[config.mk]
export PLATFORM = sky130hd
export DESIGN_NAME = ahb_dma_chan_seq
export DESIGN_NICKNAME = d
export VERILOG_FILES = /design/src/rtl/ahb_dma_chan_seq.sv
export SDC_FILE = /design/constraint.sdc
export NUM_CORES = 1
export LEC_CHECK = 0
export CORE_UTILIZATION = 40
export DETAILED_ROUTE_END_ITERATION = 6
export PLACE_DENSITY_LB_ADDON = 0.15
export SLEW_MARGIN = 20
export SYNTH_ARGS = -nofsm -noshare
export SYNTH_HDL_FRONTEND = slang
export SYNTH_SLANG_ARGS = --single-unit
[constraint.sdc]
create_clock -name clk -period 6.6 [get_ports clk]
set_input_delay 1.32 -clock clk [delete_from_list [all_inputs] [get_ports clk]]
set_output_delay 1.32 -clock clk [all_outputs]
set_load 0.01 [all_outputs]
[src/rtl/ahb_dma_chan_seq.sv]
// ----------------------------------------------------------------------------
// ahb_dma_chan_seq
// Single-channel DMA transfer sequencer. Each unit transfer is one bus read
// followed by one bus write of the captured data. One shared incrementer
// advances the source pointer after the read and the destination pointer
// after the write. The two uses happen in different cycles.
//
// Ports
//   clk, rst_n        : system clock, asynchronous active-low reset
//   start, abort      : one-cycle start pulse; level abort
//   src_addr_i        : initial source address
//   dst_addr_i        : initial destination address
//   tot_sz_i          : number of unit transfers
//   size_i            : unit size code (0 byte, 1 half, 2 word)
//   src_inc_i         : source pointer increment enable
//   dst_inc_i         : destination pointer increment enable
//   rd_req, wr_req    : bus read and write requests
//   addr_o, size_o    : bus address and unit size
//   bus_ack           : bus phase complete
//   rd_data_i         : read data, valid with bus_ack
//   wr_data_o         : buffered data for the write
//   busy              : status, high in any non-IDLE state
//   done              : status, one-cycle pulse on completion
//   err               : status, sticky error flag
//   remaining         : status, number of transfers left
// ----------------------------------------------------------------------------
module ahb_dma_chan_seq #(
   parameter int CNT_W     = 12,
   parameter int INC_SPLIT = 16
) (
   input  logic             clk,
   input  logic             rst_n,
   input  logic             start,
   input  logic             abort,
   input  logic [31:0]      src_addr_i,
   input  logic [31:0]      dst_addr_i,
   input  logic [CNT_W-1:0] tot_sz_i,
   input  logic [2:0]       size_i,
   input  logic             src_inc_i,
   input  logic             dst_inc_i,
   output logic             rd_req,
   output logic             wr_req,
   output logic [31:0]      addr_o,
   output logic [2:0]       size_o,
   input  logic             bus_ack,
   input  logic [31:0]      rd_data_i,
   output logic [31:0]      wr_data_o,
   output logic             busy,
   output logic             done,
   output logic             err,
   output logic [CNT_W-1:0] remaining
);

   typedef enum logic [2:0] {
      ST_IDLE   = 3'd0,
      ST_RD     = 3'd1,
      ST_RD_INC = 3'd2,
      ST_WR     = 3'd3,
      ST_WR_INC = 3'd4,
      ST_DONE   = 3'd5
   } state_t;

   localparam logic [CNT_W-1:0] CNT_ZERO = {CNT_W{1'b0}};
   localparam logic [CNT_W-1:0] CNT_ONE  = {{(CNT_W-1){1'b0}}, 1'b1};

   state_t                state_r;
   logic [31:0]           src_ptr_r;
   logic [31:0]           dst_ptr_r;
   logic [31:0]           inc_in_s;
   logic [31:0]           step_s;
   logic [31:0]           inc_out_s;
   logic [INC_SPLIT:0]    low_sum_s;
   logic [31-INC_SPLIT:0] high_sum_s;
   logic                  cfg_bad_s;

   // An address is misaligned when its low bits are nonzero for the unit size.
   // Size codes above 2 are illegal, so they always report a violation.
   function automatic logic misaligned(input logic [31:0] addr, input logic [2:0] sz);
      case (sz)
         3'd0:    misaligned = 1'b0;
         3'd1:    misaligned = addr[0];
         3'd2:    misaligned = (addr[1:0] != 2'b00);
         default: misaligned = 1'b1;
      endcase
   endfunction

   // Shared pointer incrementer. The low adder's carry ripples into the upper slice.
   always_comb begin
      if (state_r == ST_RD_INC) begin
         inc_in_s = src_ptr_r;
      end else begin
         inc_in_s = dst_ptr_r;
      end
      step_s     = 32'd1 << size_o;
      low_sum_s  = {1'b0, inc_in_s[INC_SPLIT-1:0]} + {1'b0, step_s[INC_SPLIT-1:0]};
      high_sum_s = inc_in_s[31:INC_SPLIT] + step_s[31:INC_SPLIT]
                   + {{(31-INC_SPLIT){1'b0}}, low_sum_s[INC_SPLIT]};
      inc_out_s  = {high_sum_s, low_sum_s[INC_SPLIT-1:0]};
   end

   // Configuration legality check, applied when a start arrives.
   always_comb begin
      cfg_bad_s = misaligned(src_addr_i, size_i) | misaligned(dst_addr_i, size_i);
   end

   // Sequencer FSM. All bus and status outputs are registered here.
   always_ff @(posedge clk or negedge rst_n) begin
      if (!rst_n) begin
         state_r   <= ST_IDLE;
         src_ptr_r <= 32'd0;
         dst_ptr_r <= 32'd0;
         addr_o    <= 32'd0;
         wr_data_o <= 32'd0;
         remaining <= CNT_ZERO;
         size_o    <= 3'd0;
         rd_req    <= 1'b0;
         wr_req    <= 1'b0;
         busy      <= 1'b0;
         done      <= 1'b0;
         err       <= 1'b0;
      end else begin
         case (state_r)
            ST_IDLE: begin
               done <= 1'b0;
               if (start) begin
                  if (cfg_bad_s) begin
                     err <= 1'b1;
                  end else if (tot_sz_i == CNT_ZERO) begin
                     err     <= 1'b0;
                     busy    <= 1'b1;
                     done    <= 1'b1;
                     state_r <= ST_DONE;
                  end else begin
                     err       <= 1'b0;
                     src_ptr_r <= src_addr_i;
                     dst_ptr_r <= dst_addr_i;
                     remaining <= tot_sz_i;
                     size_o    <= size_i;
                     addr_o    <= src_addr_i;
                     rd_req    <= 1'b1;
                     busy      <= 1'b1;
                     state_r   <= ST_RD;
                  end
               end
            end
            ST_RD: begin
               // Abort takes priority over a simultaneous ack: the unit is dropped.
               if (abort) begin
                  rd_req  <= 1'b0;
                  wr_req  <= 1'b0;
                  busy    <= 1'b0;
                  err     <= 1'b1;
                  state_r <= ST_IDLE;
               end else if (bus_ack) begin
                  wr_data_o <= rd_data_i;
                  rd_req    <= 1'b0;
                  state_r   <= ST_RD_INC;
               end
            end
            ST_RD_INC: begin
               if (abort) begin
                  rd_req  <= 1'b0;
                  wr_req  <= 1'b0;
                  busy    <= 1'b0;
                  err     <= 1'b1;
                  state_r <= ST_IDLE;
               end else begin
                  if (src_inc_i) begin
                     src_ptr_r <= inc_out_s;
                  end
                  addr_o  <= dst_ptr_r;
                  wr_req  <= 1'b1;
                  state_r <= ST_WR;
               end
            end
            ST_WR: begin
               if (abort) begin
                  rd_req  <= 1'b0;
                  wr_req  <= 1'b0;
                  busy    <= 1'b0;
                  err     <= 1'b1;
                  state_r <= ST_IDLE;
               end else if (bus_ack) begin
                  wr_req  <= 1'b0;
                  state_r <= ST_WR_INC;
               end
            end
            ST_WR_INC: begin
               if (abort) begin
                  rd_req  <= 1'b0;
                  wr_req  <= 1'b0;
                  busy    <= 1'b0;
                  err     <= 1'b1;
                  state_r <= ST_IDLE;
               end else begin
                  if (dst_inc_i) begin
                     dst_ptr_r <= inc_out_s;
                  end
                  remaining <= remaining - CNT_ONE;
                  if (remaining == CNT_ONE) begin
                     done    <= 1'b1;
                     state_r <= ST_DONE;
                  end else begin
                     // src_ptr_r already holds the advanced source address.
                     addr_o  <= src_ptr_r;
                     rd_req  <= 1'b1;
                     state_r <= ST_RD;
                  end
               end
            end
            ST_DONE: begin
               done    <= 1'b0;
               busy    <= 1'b0;
               state_r <= ST_IDLE;
            end
            default: begin
               rd_req  <= 1'b0;
               wr_req  <= 1'b0;
               busy    <= 1'b0;
               done    <= 1'b0;
               state_r <= ST_IDLE;
            end
         endcase
      end
   end

endmodule

==> summary.txt <==
Outcome
  – Result of the run: complete, no violations

Setup path
  – Kind of start point of the critical path: flop
  – Critical Path End Type: flop
  – Crit path max fanout: 20
  – Worst Path Class, Setup: flop to flop
  – Crit path DAT: approximately 5.3 ns
  – Launching instance or port of the critical path: state_r[2]$_DFFE_PN0P_
  – Critical R2R Launch: state_r[2]$_DFFE_PN0P_
  – Critical path data required time: 6.96 ns

Timing
  – Max Fclk: 0.2019 GHz
  – Post-Route Skew: 0.01459 ns
  – Fin. max-slew vios: 0
  – Total count of hold-check failures in the final report: 0
  – Final Cycle Share: between 70% and 80%
  – Time the worst path needs with I/O delays and setup: 4.952 ns
  – Setup repair after global routing missed its margin: no
  – Count of endpoints failing setup in the final report: 0
  – Worst Hold Slack: 0.5060 ns
  – Post-route setup TNS: 0 ns
  – Transition at the pin with the smallest max-transition slack: 1.041 ns
  – Worst rel slew slack: 28.78%

Layout
  – Area Overhead vs Synth: 31.79%
  – Leading cell type in the layout, fill and taps excluded: sky130_fd_sc_hd__clkdlybuf4s50_1
  – Number of nets in the final layout: 1278
  – Proportion of layout cells with a drive suffix above 1: about 9.0%
  – Most used cells in the layout excluding fill and tap cells: sky130_fd_sc_hd__clkdlybuf4s50_1 (200), sky130_fd_sc_hd__dfrtp_1 (151), sky130_fd_sc_hd__a21oi_1 (150)
  – Fill count: ~2000

Global route
  – Overall overflow remaining after global route: 0
  – Global-route wire length before repair: ~45 mm
  – Number of global-route vias before repair: 8102
  – Global-route usage over all layers: 25.88%
  – Pin count of the biggest net entering global routing: 100
  – Number of antenna violations at the first check in global routing: 1

Floorplan
  – Overall die height: 150.8 um
  – Total number of placement rows: 54
  – Initial Utilization: 40.72%
  – DIE AREA: approximately 23000 um2
  – Core Area: 21760 um2
  – Die X-Extent: 150.8 um
  – Number of top-level design ports: 202

Pwr
  – Worst voltage drop across the vdd grid: about 0.22 mV
  – Leakage dissipation: roughly 4.7 nW
  – Total power density per cell area: ~430 nW/um2

Synth
  – Post-synthesis sequential area ratio: 42.66%
  – Synthesized area per cell: 8.930 um2
  – Primary flip-flop cell chosen by synthesis mapping: sky130_fd_sc_hd__dfrtp_1
  – Syn_nets: around 1100
  – Count of flip-flops with a built-in enable after synthesis: 0
  – Synthesized instance count: 992
  – Share of async-settable or async-resettable flops after synthesis: 100.0%
  – Number of warning messages in the yosys log: 0
  – Number of different library cells in the post-synthesis netlist: 70
  – Synthesized flop and latch total: 151
  – Cell area after technology mapping: 8858 um2

Worst hold path
  – Worst min-delay path startpoint: wr_data_o[11]$_DFFE_PN0P_
  – Hold Crit Class: flop to flop

CTS
  – Buffer type at the clock tree root: sky130_fd_sc_hd__clkbuf_16
  – Number of buffers on the longest clock path: 2
  – Total number of clock tree sinks: 151
  – TritonCTS clock tree: done
  – Number of buffers created by CTS: 17
  – Clock latency of the later-clocked register in the worst-skew pair: 0.43 ns
  – Clock edge transition at the registers on the reported setup and hold paths: 0.07 ns
  – CTS H-tree lvls: 4
  – Number of gates resized after cts: 0
  – Number of hold buffers added after CTS: 0
  – Setup bufs post-CTS: 0

Detailed routing
  – Number of nets with antenna violations after detailed routing: 0
  – Total via count in the routed design: 8699
  – Post-detailed-route via-to-cell ratio: 6.037
  – Uppermost signal routing layer after detailed routing: met5
  – Amount of wire on met3 after detailed routing: 2.515 mm
  – Number of DRC violations after detailed routing: 0
  – Total routed wirelength: 29.08 mm
  – Average wire per standard cell: 20.18 um
  – Met2 WL post-DR: 12.66 mm
  – Iteration count of the initial detailed-routing pass: 5
  – Sum of routed wire segments on met1: 13.63 mm
  – Starting DRC count in detailed routing: 645

Placed design
  – Final weighted congestion of routability-driven global placement: between 0.9 and 1
  – Port Buffer Count: 201
  – HPWL after DPL: 19.36 mm

Flow run
  – Max-cap violations: 0
[cells by family (layout without fill, tap and decap cells)]
group	count (synthesis)	after routing	share of synthesized area [%]
fa+ha+maj	13	13	1.921
other cells	0	1	0
xor+xnor	8	8	0.7910
mux	53	53	6.497
simple gates	294	294	15.78
compound gates	380	380	28.12
buf+inv	93	261	4.237
flops	151	151	42.66
[cell type report]
cell class	count	area (um2)	area share (%)
well taps	280	350.3	3.001
clock inverters	15	178.9	1.533
repair buffers	219	2148	18.40
flip-flops and latches	151	3779	32.37
diodes	1	2.502	0.02143
multi-input cells	748	4753	40.71
inverters	10	37.54	0.3215
clock buffers	17	425.4	3.644
[worst max-delay path: stages (launching register included)]
cell                        delay, ns
sky130_fd_sc_hd__dfrtp_1         0.53
sky130_fd_sc_hd__buf_4           0.27
sky130_fd_sc_hd__or3b_2          0.67
sky130_fd_sc_hd__nand2_1         0.14
sky130_fd_sc_hd__nand2_1         0.07
sky130_fd_sc_hd__ha_1            0.42
sky130_fd_sc_hd__nand4_1         0.12
sky130_fd_sc_hd__a21oi_1         0.30
sky130_fd_sc_hd__o2bb2ai_1       0.23
sky130_fd_sc_hd__nor3b_1         0.24
sky130_fd_sc_hd__ha_1            0.29
sky130_fd_sc_hd__ha_1            0.34
sky130_fd_sc_hd__nand4_1         0.23
sky130_fd_sc_hd__nor4_1          0.35
sky130_fd_sc_hd__o21ai_0         0.26
sky130_fd_sc_hd__a22oi_1         0.23
sky130_fd_sc_hd__o22a_1          0.16
[layer usage]
metal | GRT usage, % | up-vias
met5 | 0 | -
met4 | 5.050 | 2
met3 | 6.627 | 18
met2 | 38.12 | 383
met1 | 38.12 | 4238
li1 | - | 4058
[Yosys cell counts (all sizes together) (8+ instances only)]
master	count	area, um2
and3	8	50.05
mux2	36	405.4
o21ai	43	215.2
nand2	118	442.9
a2bb2oi	15	131.4
a21oi	150	750.7
nor4	12	90.09
ha	12	150.1
a22o	31	271.5
nor3b	9	67.56
dfrtp	151	3779
nor2	51	191.4
inv	10	37.54
mux2i	17	170.2
nand3	49	245.2
nor3	14	75.07
nand4	11	68.82
a22oi	10	75.07
buf	23	112.6
a31oi	15	93.84
o211ai	22	165.2
o41a	8	90.09
o22ai	20	131.4
clkbuf	60	225.2
[where the power goes]
part	internal, mW	total (mW)	switching [mW]
clock	0.574	1.02	0.449
combinational	1.08	2.13	1.05
sequential	1.37	1.86	0.482
[worst paths after layout]
kind,endpoint,slack [ns],cells past startpoint
min in group asynchronous,addr_o[1]$_DFFE_PN0P_,0.99,1
min,wr_data_o[11]$_DFFE_PN0P_,0.51,1
max,dst_ptr_r[28]$_DFFE_PN0P_,1.65,16
max in group asynchronous,wr_data_o[13]$_DFFE_PN0P_,4.34,2
max reg2reg,dst_ptr_r[28]$_DFFE_PN0P_,1.65,16
min reg2reg,wr_data_o[11]$_DFFE_PN0P_,0.51,1
[per-stage QoR]
stage	cell area, um2	util (%)	worst slack [ns]	instances	total power, mW
after floorplan	8859	-	1.890	992	2.975
after global placement	11070	50.87	1.916	1408	3.938
after detailed placement	11070	50.87	1.759	1408	3.967
after CTS	11670	53.65	1.715	1440	5.015
after global routing	11670	53.65	1.264	1440	5.337
final	11670	53.66	1.648	1441	5.007
[registers in the layout, indices dropped and copies added, names as in the netlist]
register and count:
wr_req 1, size_o 3, done 1, remaining 12, addr_o 32, src_ptr_r 32, wr_data_o 32, dst_ptr_r 32
err 1, rd_req 1, busy 1, state_r 3
Power figures use the tool's default switching activity.
